[src/rtl/instr_dispatch.sv]
// Instruction dispatcher: captures an instruction, decodes its class field,
// selects one execution unit and waits for its completion or a timeout.
//
// state     | meaning
// ----------|---------------------------------------------------------
// ST_IDLE   | ready for a new instruction
// ST_DECODE | classify captured instruction, latch unit/op
// ST_WAIT   | unit selected, waiting for its done or timer expiry
// ST_RETIRE | one-cycle retire pulse
module instr_dispatch #(
  parameter int IR_W    = 32,
  parameter int OPC_LSB = 16,
  parameter int TO_W    = 8,
  parameter int TIMEOUT = 200
) (
  input  logic            clk,
  input  logic            rst_n,
  input  logic            ir_valid,
  input  logic [IR_W-1:0] ir,
  output logic            ir_ready,
  input  logic            done_eu,
  input  logic            done_biu,
  input  logic            done_fcu,
  output logic            cs_eu,
  output logic            cs_biu,
  output logic            cs_fcu,
  output logic [1:0]      sel_eu,
  output logic [1:0]      sel_biu,
  output logic            sel_fcu,
  output logic            retire,
  output logic            illegal,
  output logic            timeout,
  output logic            busy
);

  typedef enum logic [1:0] {ST_IDLE, ST_DECODE, ST_WAIT, ST_RETIRE} state_t;
  typedef enum logic [1:0] {U_EU, U_BIU, U_FCU, U_NONE} unit_t;

  localparam logic [TO_W-1:0] TO_LAST = TO_W'(TIMEOUT - 1);

  state_t          state, state_d;
  logic [IR_W-1:0] ir_q, ir_d;
  unit_t           unit_q, unit_d, dec_unit;
  logic [1:0]      op_q, op_d, dec_op;
  logic [TO_W-1:0] timer_q, timer_d;
  logic            illegal_q, illegal_d, timeout_q, timeout_d;
  logic [5:0]      f;
  logic            unit_done;
  logic            in_wait;
  logic            unused_ir;

  assign f         = ir_q[OPC_LSB+5:OPC_LSB];
  assign unused_ir = ^ir_q;

  // Class decode: the leading-ones count of f picks the class.
  always_comb begin
    dec_unit = U_NONE;
    dec_op   = 2'b00;
    if (!f[5]) begin
      dec_unit = U_EU;
      dec_op   = 2'b00;
    end else if (!f[4]) begin
      dec_unit = U_BIU;
      dec_op   = 2'b00;
    end else if (!f[3]) begin
      dec_unit = U_BIU;
      dec_op   = 2'b01;
    end else if (!f[2]) begin
      dec_unit = U_FCU;
      dec_op   = 2'b00;
    end else if (!f[1]) begin
      dec_unit = U_EU;
      dec_op   = 2'b01;
    end else if (!f[0]) begin
      dec_unit = U_EU;
      dec_op   = 2'b10;
    end
  end

  always_comb begin
    unit_done = 1'b0;
    case (unit_q)
      U_EU:    unit_done = done_eu;
      U_BIU:   unit_done = done_biu;
      U_FCU:   unit_done = done_fcu;
      default: unit_done = 1'b0;
    endcase
  end

  always_comb begin
    state_d   = state;
    ir_d      = ir_q;
    unit_d    = unit_q;
    op_d      = op_q;
    timer_d   = timer_q;
    illegal_d = 1'b0;
    timeout_d = 1'b0;
    case (state)
      ST_IDLE: begin
        if (ir_valid) begin
          ir_d    = ir;
          state_d = ST_DECODE;
        end
      end
      ST_DECODE: begin
        if (dec_unit == U_NONE) begin
          illegal_d = 1'b1;
          state_d   = ST_IDLE;
        end else begin
          unit_d  = dec_unit;
          op_d    = dec_op;
          timer_d = '0;
          state_d = ST_WAIT;
        end
      end
      ST_WAIT: begin
        // Completion takes priority over an expiring timer.
        if (unit_done) begin
          state_d = ST_RETIRE;
        end else if (timer_q == TO_LAST) begin
          timeout_d = 1'b1;
          state_d   = ST_IDLE;
        end else begin
          timer_d = timer_q + 1'b1;
        end
      end
      ST_RETIRE: state_d = ST_IDLE;
      default:   state_d = ST_IDLE;
    endcase
  end

  always_ff @(posedge clk) begin
    if (!rst_n) begin
      state     <= ST_IDLE;
      ir_q      <= '0;
      unit_q    <= U_NONE;
      op_q      <= 2'b00;
      timer_q   <= '0;
      illegal_q <= 1'b0;
      timeout_q <= 1'b0;
    end else begin
      state     <= state_d;
      ir_q      <= ir_d;
      unit_q    <= unit_d;
      op_q      <= op_d;
      timer_q   <= timer_d;
      illegal_q <= illegal_d;
      timeout_q <= timeout_d;
    end
  end

  // ir_ready/busy are qualified by rst_n so every output is low during reset.
  always_comb begin
    in_wait  = (state == ST_WAIT);
    cs_eu    = in_wait && (unit_q == U_EU);
    cs_biu   = in_wait && (unit_q == U_BIU);
    cs_fcu   = in_wait && (unit_q == U_FCU);
    sel_eu   = cs_eu  ? op_q : 2'b00;
    sel_biu  = cs_biu ? op_q : 2'b00;
    sel_fcu  = cs_fcu & op_q[0];
    retire   = (state == ST_RETIRE);
    illegal  = illegal_q;
    timeout  = timeout_q;
    ir_ready = rst_n && (state == ST_IDLE);
    busy     = rst_n && (state != ST_IDLE);
  end

endmodule

[config.mk]
export PLATFORM = sky130hd
export DESIGN_NAME = instr_dispatch
export DESIGN_NICKNAME = d
export VERILOG_FILES = /design/src/rtl/instr_dispatch.sv
export SDC_FILE = /design/constraint.sdc
export NUM_CORES = 1
export LEC_CHECK = 0
export CAP_MARGIN = 20
export CORE_MARGIN = 2
export CORE_UTILIZATION = 43
export DETAILED_ROUTE_END_ITERATION = 12
export PLACE_DENSITY = 0.83
export SYNTH_ARGS = -nofsm -noshare
export SYNTH_HDL_FRONTEND = slang
export SYNTH_SLANG_ARGS = --single-unit
[constraint.sdc]
create_clock -name clk -period 4.5 [get_ports clk]
set_clock_uncertainty 0.15 [all_clocks]
set_input_delay 0.45 -clock clk [delete_from_list [all_inputs] [get_ports clk]]
set_output_delay 0.45 -clock clk [all_outputs]
set_load 0.02 [all_outputs]
# Yosys cells after proc, flatten, opt, wreduce, memory -nomap -nowiden
# Cells that the tools add are included.
[word_totals]
ff_bits = 38
[op_classes]
muxes = 26
bitwise = 4
n_reduce_logical = 15
n_addsub = 1
n_eq_ne = 12
[ops]
columns = ["op", "n"]
rows = [
  ["2-to-1 mux 2 bit", 18],
  ["2-to-1 mux 8 bit", 3],
  ["one-hot mux 8 bit (2 select lines)", 1],
  ["adder 8 x 1 -> 8 bit (second input constant)", 1],
  ["equality test 2 bit (second input constant)", 4],
  ["equality test 8 bit (second input constant)", 1],
  ["inequality test 2 bit (second input constant)", 4],
  ["one-hot mux 2 bit (4 select lines)", 1],
  ["AND reduction 2 bit", 4],
  ["logical AND 1 bit", 5],
  ["equality test 2 x 1 -> 1 bit (second input constant)", 2],
  ["zero test 2 bit", 2],
  ["AND reduction 4 bit", 1],
  ["nonzero test 2 bit", 2],
  ["inequality test 3 x 2 -> 1 bit (second input constant)", 1],
  ["inverter 1 bit", 3],
  ["one-hot mux 1 bit (3 select lines)", 1],
  ["OR reduction 3 bit", 1],
  ["2-to-1 mux 1 bit", 2],
  ["AND 1 bit", 1],
]

# Longest topological paths before layout
[logic_depth]
ltp_word = 9
mapped_depth = 6

# Least setup slack after synthesis
# Ideal clock, no wire load.
[synth_timing]
path_type = "register to output"
startpoint = "register state[1]"
endpoint = "output sel_biu[0]"
required_time_ns = 3.900
path_stages_with_launch = 5
path_slack_ns = 2.253
arrival_ns = 1.647
path_buffers = 1
path_cell_list = "dfxtp_1 clkbuf_1 nand2b_2 nor3b_1 and2_1"
[synth_via]
elab_chain_cells = 3
[synth_lines]
columns = ["element", "line", "rtl"]
rows = [
  ["from (decl)", "41", "state_t state, state_d;"],
  ["from (signal assigned)", "142", "state <= state_d;"],
  ["equality test 2 bit", "154", "in_wait = (state == ST_WAIT);"],
  ["logical AND 1 bit", "156", "cs_biu = in_wait && (unit_q == U_BIU);"],
  ["named net cs_biu", "25", "output logic cs_biu,"],
  ["2-to-1 mux 2 bit", "159", "sel_biu = cs_biu ? op_q : 2'b00;"],
  ["to (decl)", "28", "output logic [1:0] sel_biu,"],
]
# The timed path passes the listed nets, and every way through them passes these cells.

# Final worst setup path
[layout_timing]
startpoint = "input rst_n"
endpoint = "output ir_ready"
[layout_via]
elab_chain_cells = 1
[layout_lines]
columns = ["element", "line", "rtl"]
rows = [
  ["from (decl)", "17", "input logic rst_n,"],
  ["logical AND 1 bit", "164", "ir_ready = rst_n && (state == ST_IDLE);"],
  ["to (decl)", "20", "output logic ir_ready,"],
]
# Every way passes these cells.

==> flow_summary.yaml <==
outcome:
  status: "completed"
die:
  die_w_um: 54.4
  fp-row-count: 18
  ios: 51
  initial_utilization_pct: 44.9
  die-height_um: 54.4
  die_area_sq_mm: 0.00296
  core-area_sq_mm: 0.00243
clock_network:
  cts_buffers: 3
  cts_resized: 0
  cts_root_buf: "clkbuf_4"
  clock_latency_ns: 0.32
  clk_pin_slew_ns: 0.13
  post_cts_buffers: 0
  cts_tree: "yes"
  numClockSinks: 22
  holdBufCountCts: 0
  cts_max_path_buffers: 2
  ctsHtreeMaxLevel: 1
global_routing:
  antenna_found_initial: 0
  grt_pass1_wl_um: 3690
  grt_remaining_overflow: 0
  grt_use_total_pct: 16.8
  grt_max_degree: 15
  grt_pass1_vias: 939
logic_synthesis:
  syn-cell-area_sq_mm: 0.00109
  synth_area_leader_cell: "dfxtp_1"
  synth.top_cell.area_share_pct: 40.3
  synth_edf_count: 0
  ys_seq_area_share_pct: 40.3
  synth_ff_type: "dfxtp_1"
  ys_top_cells_by_area: "dfxtp_1 40%, mux2i_1 7.3%, a31oi_1 4.6%"
  syn_area_per_cell_sq_um: 8.60
  async_reset_ff_share_pct: 0
  yosysWarnings: 0
  synth-seq-cells: 22
  ys_types: 39
  synth_cells: 127
  syn_nets: 166
detailed_routing:
  wl_per_cell_um: 13.1
  first_iter_violations: 32
  vias: 1026
  drtPass1Iterations: 4
  drt_wl_total_um: 2350
  drc: 0
  ant_nets: 0
  via_per_inst: 5.73
sta:
  worst_pin_slew_ns: 0.697
  maxSlewHeadroom_pct: 53.1
  setup_violations: 0
  min_period_ns: 2.79
  hold_violations: 0
  tns_ns: 0
  finalWorstSetupSlack_ns: 1.71
  timing.final.crit_share_pct: 62.0
  fmax_mhz: 358
  rsz0062_at_grt: "no"
  slew_viol_final: 0
worst_setup_path:
  cp_max_fo: 14
  crit_type: "input pin to output port"
  cp-end-kind: "output port"
  critical_path_required_ns: 3.90
  arrival_ns: 2.19
  startpoint_type: "input pin"
cells_and_area:
  nets: 189
  drive_gt1_share_pct: 7.38
  multiInputGateArea_sq_um: 607
  diodes: 0
  register_area_sq_um: 440
  fillers: 235
  area_delta_synth_final_pct: 26.3
placed_design:
  place_congestion: 0.825
  pre_cts_slack_ns: 1.71
  io_buffers: 24
  hpwl_um: 1780
run:
  max_cap_violations: 0
pwr:
  p_leak_uw: 0.000492
  ir_drop_mv: 0.266
  powerDensity_mw_per_mm2: 278
  power_uw: 384
min_path:
  hold_path.class: "flip-flop to flip-flop"
[critical path, stage by stage]
cell and delay, ns:
clkdlybuf4s50_1 0.63, inv_1 0.28, nor3_1 0.20, clkdlybuf4s50_1 0.63
[registers in the layout (all words and copies together), names as in the netlist]
name,count
timer_q,8
state,2
timeout,1
illegal,1
op_q,2
ir_q,6
unit_q,2
[synthesized netlist by cell type, types with 2 or more instances]
| cell type | number |
|---|---|
| dfxtp_1 | 22 |
| nand2_1 | 11 |
| nor2_1 | 11 |
| a31oi_1 | 8 |
| mux2i_1 | 8 |
| nor3_1 | 8 |
| and2_1 | 7 |
| nand3_1 | 7 |
| inv_1 | 5 |
| a21oi_1 | 4 |
| clkbuf_1 | 3 |
| o21ai_0 | 3 |
| a41oi_1 | 2 |
| buf_2 | 2 |
| nand3b_1 | 2 |
[power breakdown]
| group | switching, uW | internal [uW] |
|---|---|---|
| registers | 9.95 | 203 |
| clock network | 62.3 | 49.5 |
| logic | 28.3 | 30.8 |
[area by class of cell]
class                      count  area share [%]
clock buffer                   4            2.63
timing repair buffer          24            17.4
multi-input combinational     94            44.0
inverter                       5            1.36
sequential                    22            31.9
tap                           30            2.72
[cell families after synthesis]
logic type / after synthesis / synth area share, %
compound gates: 28 / 19.4
fa+ha+maj: 1 / 1.15
flops: 22 / 40.3
mux: 9 / 8.71
simple gates: 56 / 26.3
buf+inv: 11 / 4.12
[routing by layer]
layer  vias up  track usage, %  share of wire [%]
met5         -               0                  0
met3         2            6.01                4.8
met4         0            5.00               0.43
li1        506               -                  -
met2        32            31.7                 52
met1       486            17.2                 42
[placed cells by master (no fill, tap or decap), types with 2 or more instances in the layout]
| master | synthesis | layout |
|---|---|---|
| nand3_1 | 7 | 7 |
| a31oi_1 | 8 | 8 |
| clkdlybuf4s50_1 | 0 | 24 |
| inv_1 | 5 | 5 |
| o21ai_0 | 3 | 3 |
| a41oi_1 | 2 | 2 |
| dfxtp_1 | 22 | 22 |
| nand2_1 | 11 | 11 |
| clkbuf_4 | 0 | 3 |
| nand3b_1 | 2 | 2 |
| nor2_1 | 11 | 11 |
| mux2i_1 | 8 | 8 |
| and2_1 | 7 | 7 |
| nor3_1 | 8 | 8 |
| a21oi_1 | 4 | 4 |
[metrics by stage]
step	cells	util (%)	hold WS [ns]	area, sq um
after global placement	175	55.2	0.304	1340
after detailed placement	175	55.2	0.315	1340
after floorplan	127	-	0.289	1090
after global routing	179	56.7	0.363	1380
final	179	56.7	0.337	1380
after CTS	179	56.7	0.339	1380
[path summary, 6_finish.rpt]
kind,cells past startpoint,to,startpoint,slack [ns]
worst min-delay path,1,timer_q[7]$_SDFFE_PN0P_,timer_q[7]$_SDFFE_PN0P_,0.34
worst max-delay path,4,ir_ready,rst_n,1.71
worst max register to register,5,timer_q[6]$_SDFFE_PN0P_,timer_q[1]$_SDFFE_PN0P_,2.52
worst min register to register,1,timer_q[7]$_SDFFE_PN0P_,timer_q[7]$_SDFFE_PN0P_,0.34
Power figures use the tool's default switching activity.
